File: src/rtl/s_ram_pkg.sv
// Shared types and constants for the s_RAM arbiter slice.
// Requester indices match the cipher phases that share the s_RAM.
package s_ram_pkg;

    localparam int AW_DEF = 8;
    localparam int DW_DEF = 8;

    localparam int REQ_INIT = 0;
    localparam int REQ_KSA  = 1;
    localparam int REQ_PRGA = 2;

    // Owner field is wide enough for any practical requester count.
    localparam int OW = 8;

    typedef struct packed {
        logic          valid;
        logic [OW-1:0] owner;
    } tag_t;

endpackage

File: src/rtl/s_ram_arbiter_if.sv
// Requester and s_RAM bus bundle for the arbiter.
// master is the arbiter side, slave is the requesters/RAM side.
interface s_ram_arbiter_if
    import s_ram_pkg::*;
#(
    parameter int NUM_REQ = 3,
    parameter int AW      = AW_DEF,
    parameter int DW      = DW_DEF
);

    logic [NUM_REQ-1:0]    req;
    logic [NUM_REQ*AW-1:0] req_address;
    logic [NUM_REQ*DW-1:0] req_data;
    logic [NUM_REQ-1:0]    req_wren;
    logic [NUM_REQ-1:0]    gnt;

    logic [AW-1:0]         ram_address;
    logic [DW-1:0]         ram_data;
    logic                  ram_wren;
    logic [DW-1:0]         ram_q;

    logic [NUM_REQ-1:0]    rd_valid;
    logic [DW-1:0]         rd_data;
    logic                  busy;

    modport master (
        input  req, req_address, req_data, req_wren, ram_q,
        output gnt, ram_address, ram_data, ram_wren,
        output rd_valid, rd_data, busy
    );

    modport slave (
        output req, req_address, req_data, req_wren, ram_q,
        input  gnt, ram_address, ram_data, ram_wren,
        input  rd_valid, rd_data, busy
    );

endinterface

File: src/rtl/s_ram_arbiter_rd_tag_pipe.sv
// Read-return tag delay line, RD_LAT stages of {valid, owner}.
// Lines a returning read up with the s_RAM output for its owner.
module rd_tag_pipe
    import s_ram_pkg::*;
#(
    parameter int RD_LAT = 1
) (
    input  logic clock,
    input  logic reset,
    input  tag_t tag_in,
    output tag_t tag_out
);

    tag_t stage [RD_LAT];

    always_ff @(posedge clock) begin
        if (reset) begin
            for (int i = 0; i < RD_LAT; i++) begin
                stage[i] <= '0;
            end
        end else begin
            stage[0] <= tag_in;
            for (int i = 1; i < RD_LAT; i++) begin
                stage[i] <= stage[i-1];
            end
        end
    end

    assign tag_out = stage[RD_LAT-1];

endmodule

File: src/rtl/s_ram_arbiter.sv
// Round-robin s_RAM arbiter with burst ownership lock and
// tagged read-return routing back to the issuing requester.
module s_ram_arbiter
    import s_ram_pkg::*;
#(
    parameter int NUM_REQ = 3,
    parameter int AW      = AW_DEF,
    parameter int DW      = DW_DEF,
    parameter int RD_LAT  = 1
) (
    input logic              clock,
    input logic              reset,
    s_ram_arbiter_if.master  bus
);

    localparam int IW = (NUM_REQ > 1) ? $clog2(NUM_REQ) : 1;

    logic [NUM_REQ-1:0] gnt_q;
    logic [NUM_REQ-1:0] gnt_nxt;
    logic [NUM_REQ-1:0] gnt;
    logic [NUM_REQ-1:0] active;
    logic [IW-1:0]      last_owner;
    logic [IW-1:0]      own_idx;
    logic [IW-1:0]      pick_idx;
    logic [IW-1:0]      cand;
    logic               lock;
    logic               pick_ok;
    logic               wren_mux;
    tag_t               tag_in;
    tag_t               tag_out;

    // Reset masks the registered grant so nothing leaks during reset.
    assign gnt    = gnt_q & {NUM_REQ{~reset}};
    assign active = gnt & bus.req;
    assign lock   = |active;

    always_comb begin
        own_idx = '0;
        for (int k = 0; k < NUM_REQ; k++) begin
            if (gnt[k]) begin
                own_idx = IW'(k);
            end
        end
    end

    // Walk backwards so the requester nearest last_owner wins.
    always_comb begin
        pick_ok  = 1'b0;
        pick_idx = '0;
        cand     = '0;
        for (int i = NUM_REQ; i >= 1; i--) begin
            cand = IW'((int'(last_owner) + i) % NUM_REQ);
            if (bus.req[cand]) begin
                pick_ok  = 1'b1;
                pick_idx = cand;
            end
        end
    end

    always_comb begin
        gnt_nxt = '0;
        if (lock) begin
            gnt_nxt = gnt;
        end else if (pick_ok) begin
            gnt_nxt[pick_idx] = 1'b1;
        end
    end

    always_ff @(posedge clock) begin
        if (reset) begin
            gnt_q      <= '0;
            last_owner <= IW'(NUM_REQ - 1);
        end else begin
            gnt_q <= gnt_nxt;
            if (!lock && pick_ok) begin
                last_owner <= pick_idx;
            end
        end
    end

    always_comb begin
        bus.ram_address = '0;
        bus.ram_data    = '0;
        wren_mux        = 1'b0;
        for (int k = 0; k < NUM_REQ; k++) begin
            if (active[k]) begin
                bus.ram_address = bus.req_address[k*AW +: AW];
                bus.ram_data    = bus.req_data[k*DW +: DW];
                wren_mux        = bus.req_wren[k];
            end
        end
    end

    assign bus.ram_wren = wren_mux;
    assign bus.gnt      = gnt;
    assign bus.busy     = |gnt;

    assign tag_in.valid = lock & ~wren_mux;
    assign tag_in.owner = OW'(own_idx);

    rd_tag_pipe #(
        .RD_LAT (RD_LAT)
    ) u_tag_pipe (
        .clock   (clock),
        .reset   (reset),
        .tag_in  (tag_in),
        .tag_out (tag_out)
    );

    always_comb begin
        bus.rd_valid = '0;
        for (int k = 0; k < NUM_REQ; k++) begin
            bus.rd_valid[k] = ~reset & tag_out.valid
                            & (tag_out.owner == OW'(k));
        end
    end

    assign bus.rd_data = bus.ram_q;

endmodule

File: src/flat_wrapper.sv
// flat-port wrapper written by rule: the top's interface ports become plain ports
module s_ram_arbiter_flat import s_ram_pkg::*;
#(
    parameter int NUM_REQ = 3,
    parameter int AW      = AW_DEF,
    parameter int DW      = DW_DEF,
    parameter int RD_LAT  = 1
)
  (clock, reset, bus_req, bus_req_address, bus_req_data, bus_req_wren, bus_ram_q, bus_gnt, bus_ram_address, bus_ram_data, bus_ram_wren, bus_rd_valid, bus_rd_data, bus_busy);
  s_ram_arbiter_if #(.NUM_REQ(NUM_REQ), .AW(AW), .DW(DW)) bus_i ();
  input logic clock;
  input logic reset;
  input wire logic [$bits(bus_i.req)-1:0] bus_req;
  input wire logic [$bits(bus_i.req_address)-1:0] bus_req_address;
  input wire logic [$bits(bus_i.req_data)-1:0] bus_req_data;
  input wire logic [$bits(bus_i.req_wren)-1:0] bus_req_wren;
  input wire logic [$bits(bus_i.ram_q)-1:0] bus_ram_q;
  output wire logic [$bits(bus_i.gnt)-1:0] bus_gnt;
  output wire logic [$bits(bus_i.ram_address)-1:0] bus_ram_address;
  output wire logic [$bits(bus_i.ram_data)-1:0] bus_ram_data;
  output wire logic [$bits(bus_i.ram_wren)-1:0] bus_ram_wren;
  output wire logic [$bits(bus_i.rd_valid)-1:0] bus_rd_valid;
  output wire logic [$bits(bus_i.rd_data)-1:0] bus_rd_data;
  output wire logic [$bits(bus_i.busy)-1:0] bus_busy;
  assign bus_i.req = bus_req;
  assign bus_i.req_address = bus_req_address;
  assign bus_i.req_data = bus_req_data;
  assign bus_i.req_wren = bus_req_wren;
  assign bus_i.ram_q = bus_ram_q;
  assign bus_gnt = bus_i.gnt;
  assign bus_ram_address = bus_i.ram_address;
  assign bus_ram_data = bus_i.ram_data;
  assign bus_ram_wren = bus_i.ram_wren;
  assign bus_rd_valid = bus_i.rd_valid;
  assign bus_rd_data = bus_i.rd_data;
  assign bus_busy = bus_i.busy;
  s_ram_arbiter #(.NUM_REQ(NUM_REQ), .AW(AW), .DW(DW), .RD_LAT(RD_LAT)) u_core (.clock(clock), .reset(reset), .bus(bus_i));
endmodule
File: config.mk
export PLATFORM = sky130hd
export DESIGN_NAME = s_ram_arbiter_flat
export DESIGN_NICKNAME = d
export VERILOG_FILES = /design/src/rtl/s_ram_pkg.sv /design/src/rtl/s_ram_arbiter_if.sv /design/src/rtl/s_ram_arbiter_rd_tag_pipe.sv /design/src/rtl/s_ram_arbiter.sv /design/src/flat_wrapper.sv
export SDC_FILE = /design/constraint.sdc
export NUM_CORES = 1
export LEC_CHECK = 0
export CORE_AREA = 3 3 61 63
export CTS_BUF_LIST = sky130_fd_sc_hd__clkbuf_8
export DETAILED_ROUTE_END_ITERATION = 16
export DIE_AREA = 0 0 64 66
export PLACE_DENSITY = 0.8
export SYNTH_ARGS = -nofsm -noshare
export SYNTH_HDL_FRONTEND = slang
export SYNTH_SLANG_ARGS = --single-unit
export TNS_END_PERCENT = 50
File: constraint.sdc
create_clock -name clock -period 2.5 [get_ports clock]
set_input_delay 0.5 -clock clock [delete_from_list [all_inputs] [get_ports clock]]
set_output_delay 0.5 -clock clock [all_outputs]
set_load 0.005 [all_outputs]
Word-level counts from Yosys, hierarchy flattened
Memory sizes are Yosys's and may differ from the RTL's.
Index checks and enable logic that the tools add are counted.
Word-level totals
  memory bits (writable): 3
  output and inout port bits: 32
  register bits: 5
  logic and storage cells: 64
  memories kept: 1
  input bits: 64
Cells by class
  add/subtract/negate cells: 3
  equal/unequal tests: 2
  bitwise logic cells: 9
  order comparisons: 5
  divide/modulo/power cells: 3
  reduce and logical (&&, ||, !) cells: 7
  multiplexer cells: 32
Memory list
  u_core.u_tag_pipe.stage: depth 1, bits a word 3, rd ports 1, clocked after memory_dff 0, wr ports 1, line s_ram_arbiter_rd_tag_pipe.sv:14  | tag_t stage [RD_LAT];
Operators by type and width (count)
  remainder unit 32 x 3 -> 32 bit, second input constant: 3
  2-to-1 mux 8 bit: 6
  2-to-1 mux 1 bit: 15
  less-than comparator 2 x 3 -> 1 bit, second input constant: 4
  2-to-1 mux 3 bit: 3
  OR reduction 3 bit: 3
  equality test 8 x 1 -> 1 bit, second input constant: 1
  equality test 8 x 2 -> 1 bit, second input constant: 1
  logical NOT 8 bit: 1
  2-to-1 mux 2 bit: 4
  adder 2 x 2 -> 3 bit, second input constant: 2
  bitwise AND 3 bit: 2
  binary-select mux 1 bit (select 2 bit): 3
  bitwise AND 1 bit: 5
  adder 2 x 1 -> 3 bit, second input constant: 1
  demux 1 bit (select 2 bit): 1
  >= comparator 2 x 1 -> 1 bit, second input constant: 1
  logical AND 1 bit: 2
  NOT 1 bit: 2
  logical NOT 1 bit: 1

Depth between registers and ports, before layout
  depth in word-level cells: 13
  depth in mapped cells: 7
  gate-level depth less buffers: 7

Hierarchy
A second synthesis with hierarchy kept.
Second synthesis, totals
  cells, all modules: 158
  area, all modules: 1242.4 um2
By module, submodules not included
  s_ram_arbiter: seq. area each 100.1 um2, area each 1006.0 um2, cells each 140, times used 1
  rd_tag_pipe: seq. area each 180.2 um2, area each 236.5 um2, cells each 18, times used 1

Least setup slack after synthesis
OpenSTA, ideal clock, no wires.
  path kind: input-to-output
  start: input port bus_req[1]
  end: output port bus_ram_address[4]
  arrival: 1.383 ns
  path buffers: 2
  data required time: 2.000 ns
  path slack: 0.617 ns
  stages on the path: 6
  cells stage by stage: and3b_1 > buf_2 > nor2_4 > buf_2 > a22oi_1 > o21ai_1
On the way
  longest elaborated chain between the ends: 3
RTL lines
  start, declared: line flat_wrapper.sv:13  | input wire logic [$bits(bus_i.req)-1:0] bus_req;
  bitwise AND 3 bit: line s_ram_arbiter.sv:34  | assign active = gnt & bus.req;
  2-to-1 mux 8 bit (2 in a row): line s_ram_arbiter.sv:86  | if (active[k]) begin
  end, declared: line flat_wrapper.sv:19  | output wire logic [$bits(bus_i.ram_address)-1:0] bus_ram_address;
Every way passes these cells.

Worst setup path in the final report
  start: input port reset
  end: output port bus_ram_address[3]
On the way
  longest elaborated chain between the ends: 6
RTL lines
  start, declared: line flat_wrapper.sv:12  | input logic reset;
  NOT 1 bit (*): line s_ram_arbiter.sv:33  | assign gnt = gnt_q & {NUM_REQ{~reset}};
  bitwise AND 3 bit (*): line s_ram_arbiter.sv:33
  bitwise AND 3 bit (*): line s_ram_arbiter.sv:34
  2-to-1 mux 8 bit (2 in a row): line s_ram_arbiter.sv:86
  2-to-1 mux 8 bit (*): line s_ram_arbiter.sv:86
Mark *: on every way between the ends. The rest lies on a longest branch, timed or not.

==> summary.txt <==
Routing
  – Via Count: 1,232
  – Top layer in use: met4
  – DRC violations left: 0
  – DRT iter0 DRCs: 48
  – Avg Vias per Cell: 4.702
  – Drt first pass iters: 4
  – Routed wl met2: 1801 um
  – Post-route ant nets: 0
  – Wire length on met1: 1422 um
  – Total Routed Length: 3529 um
  – Drt wl/cell: 13.47 um
  – Met3 WL post-DR: 207 um

CTS
  – CTS sink cnt: 8
  – Clk root buf: clkbuf_8
  – CTS tree: yes
  – Maximum clock insertion buffer count: 2
  – TritonCTS buffer count: 3
  – Htree depth: 1
  – Clock slew at reported path FFs: 0.04 ns
  – Latest clock arrival within the worst-skew pair: 0.23 ns

Critical path
  – Crit-path leading delay family: buffers and inverters
  – Capturing point of the worst reg2reg path: u_core.gnt_q[0]
  – WP data arrival: 1.93 ns
  – Reg2reg path depth: 6
  – Critical Path Sink Type: output port
  – Worst stage delay on the critical path: 0.26 ns
  – R2R Path Start: u_core.last_owner[0]
  – CP Launch Type: input pin
  – Crit path kind: in2out
  – Critical-path cell list: dlygate4sd2_1 -> and3b_2 -> buf_4 -> buf_6 -> buf_12 -> a22oi_1 -> o21ai_1 -> dlygate4sd2_1
  – Critical path fanouts, max: 5
  – Worst Path Buf+Inv: 5
  – Worst R2R Setup Slack: 0.61 ns
  – CP dominant cell by count: dlygate4sd2_1
  – CP max-delay cell: and3b_2
  – Critical Path RT: 2.00 ns

Logic synthesis
  – Unique masters post-synth: 37
  – Post-Syn Area: 977.2 sq um
  – Yosys reg bits: 8
  – Main synth FF type: dfxtp_1
  – Post-synthesis sequential area ratio: 0.1639
  – Post-Synthesis Cells: 134
  – Synth top area share: 0.1639
  – Yosys warns: 0
  – Cell with the most instances after synthesis: nand2_1
  – Async set-reset flop share out of synthesis: 0
  – Post-synth EDFFs: 0
  – Syn nets: 202
  – Post-synth top cells: nand2_1 (25), a22oi_1 (17), o21ai_1 (15), buf_4 (10), dfxtp_1 (8)
  – Cell type with the largest total area after synthesis: dfxtp_1
  – Largest cells by area after synthesis: dfxtp_1 (16%), a22oi_1 (13%), nand2_1 (9.6%), buf_4 (7.7%), o21ai_1 (7.7%)
  – Syn avg cell area: 7.292 sq um

Floorplan
  – IO Pins: 96
  – Die Wd: 64 um
  – CORE AREA: 3284 sq um
  – Die area: 4224 sq um
  – Die Y: 66 um
  – Initial core utilization: 0.2975
  – Num rows: 21

Hold path
  – Worst hold start: u_core.gnt_q[2]
  – Worst Hold Class: reg2reg
  – Hold depth: 1
  – Worst hold path endpoint: u_core.u_tag_pipe.stage[0][0]

Final layout
  – Final Util: 0.5855
  – P&R area growth vs syn: 96.80%
  – Register Area: 160.2 sq um
  – Footprint of the multi-input gates: 700.7 sq um
  – Fillers: 310
  – Layout cell share with drive strength beyond 1: 0.1343
  – Post-Layout Cell Count: 262
  – Diodes inserted: 0
  – NumNets Final: 286

Status
  – Outcome: finished, final reports clean

Global routing
  – Total track usage: 0.1614
  – Initial antenna violation count: 0
  – Vias in the first global route: 1,123
  – Largest net degree at the start of global routing: 34
  – First-pass GRT wire length: 5326 um
  – Total gr overflow: 0

STA
  – Max Slew Vio Count: 0
  – Unrepaired setup endpoints after global routing: no
  – Normalized max-slew margin: 0.7694
  – Worst clock skew: 0.003851 ns
  – Setup violations, final: 0
  – Worst-Margin Slew: 0.3459 ns
  – Fmax: 410.7 MHz
  – Final hold violations: 0
  – Tmin final: 2.435 ns
  – Fin crit share: 0.9739

Placement
  – IO Port Bufs: 79
  – DP Wirelength: 3027 um
  – Final GP Congestion: 0.8277
  – Placed insts: 257

Power
  – Net Sw Power: 0.4040 mW
  – Switching Fraction: 0.3767
  – Sequential fraction of design power: 0.192
  – Clock power frac: 0.145
  – Leakage: 0.8714 nW
  – Maximum vdd drop: 0.4295 mV
  – Pwr/cell area: 557.7 nW/um^2
  – Cell Int Power: 0.6686 mW
  – Combinational share of power: 0.663
  – Tot Pwr: 1.073 mW

Flow run
  – Max-Cap Viols: 0
-- routing by layer --
metal  GRT usage  vias up
li1            -      643
met1      0.1853      540
met2      0.2813       41
met3     0.05102        8
met4     0.05391        0
met5           0        -
-- how the worst max path moves through the flow --
| stage | slack (ns) | start | cells past startpoint | to |
|---|---|---|---|---|
| floorplan | 0.62 | bus_req[1] | 6 | bus_ram_address[4] |
| global placement | -0.29 | reset | 6 | bus_ram_address[7] |
| detailed placement | -0.34 | reset | 8 | bus_ram_data[2] |
| CTS | -0.19 | bus_req[1] | 6 | bus_ram_data[7] |
| global route | 0.007 | reset | 8 | bus_ram_address[0] |
| finish | 0.07 | reset | 8 | bus_ram_address[3] |
-- layout make-up --
| class | count | area share |
|---|---|---|
| inverter | 4 | 0.007807 |
| tap | 46 | 0.02993 |
| timing repair buffer | 96 | 0.4932 |
| clock buffer | 3 | 0.02147 |
| multi-input combinational | 105 | 0.3643 |
| sequential | 8 | 0.08328 |
-- cells by family after synthesis --
family                   Yosys count  share of synthesized area
AO/OA/AOI/OAI                     51                     0.3688
AND/OR/NAND/NOR                   48                     0.2651
buffers and inverters             21                     0.1255
flip-flops                         8                     0.1639
adder cells (fa/ha/maj)            4                    0.05122
multiplexers                       2                    0.02560
-- worst reg2reg max path: stages, from the launching register on --
cell and delay, ns:
dfxtp_1 0.35, inv_1 0.09, ha_1 0.39, nand2b_1 0.21
o22a_1 0.24, a41o_1 0.23, o41ai_2 0.30
-- cells in the final DEF, fill, tap and decap left out, types with 4 or more instances in the layout --
master | netlist | routed
dfxtp_1 | 8 | 8
a22oi_1 | 17 | 16
ha_1 | 4 | 4
buf_4 | 10 | 10
buf_6 | 0 | 5
nor2b_1 | 5 | 5
nand2_1 | 25 | 25
clkdlybuf4s50_1 | 0 | 59
inv_1 | 4 | 4
o21ai_1 | 15 | 17
dlygate4sd2_1 | 0 | 17
-- per-stage QoR --
stage	setup TNS [ns]	worst slack, ns	cell area [sq um]	hold WS, ns
6_report	0	0.06521	1923	0.4766
3_5_place_dp	-5.247	-0.3449	1856	0.4642
5_1_grt	0	0.006955	1923	0.5162
4_1_cts	-0.1898	-0.1898	1892	0.4733
3_3_place_gp	-4.537	-0.2925	1856	0.4766
2_1_floorplan	0	0.6174	977.2	0.4376
-- flip-flops by register name, indices dropped and copies added, names as in the netlist --
name                     flops
u_core.gnt_q                 3
u_core.last_owner            2
u_core.u_tag_pipe.stage      3
-- timing repair --
item	CTS	global route
setup endpoints to repair	20	7
pin swaps	2	0
gates resized for setup	23	6
buffers inserted	0	2
hold buffers	0	0
-- power groups by stage --
stage               Combinational, mW  Sequential (mW)  Clock [mW]
floorplan                       0.428            0.199           0
global placement                0.713            0.206           0
detailed placement              0.724            0.208           0
CTS                             0.705            0.206       0.161
global route                    0.780            0.213       0.170
finish                          0.711            0.206       0.155
Note: power is estimated with default switching activity, not from simulation.
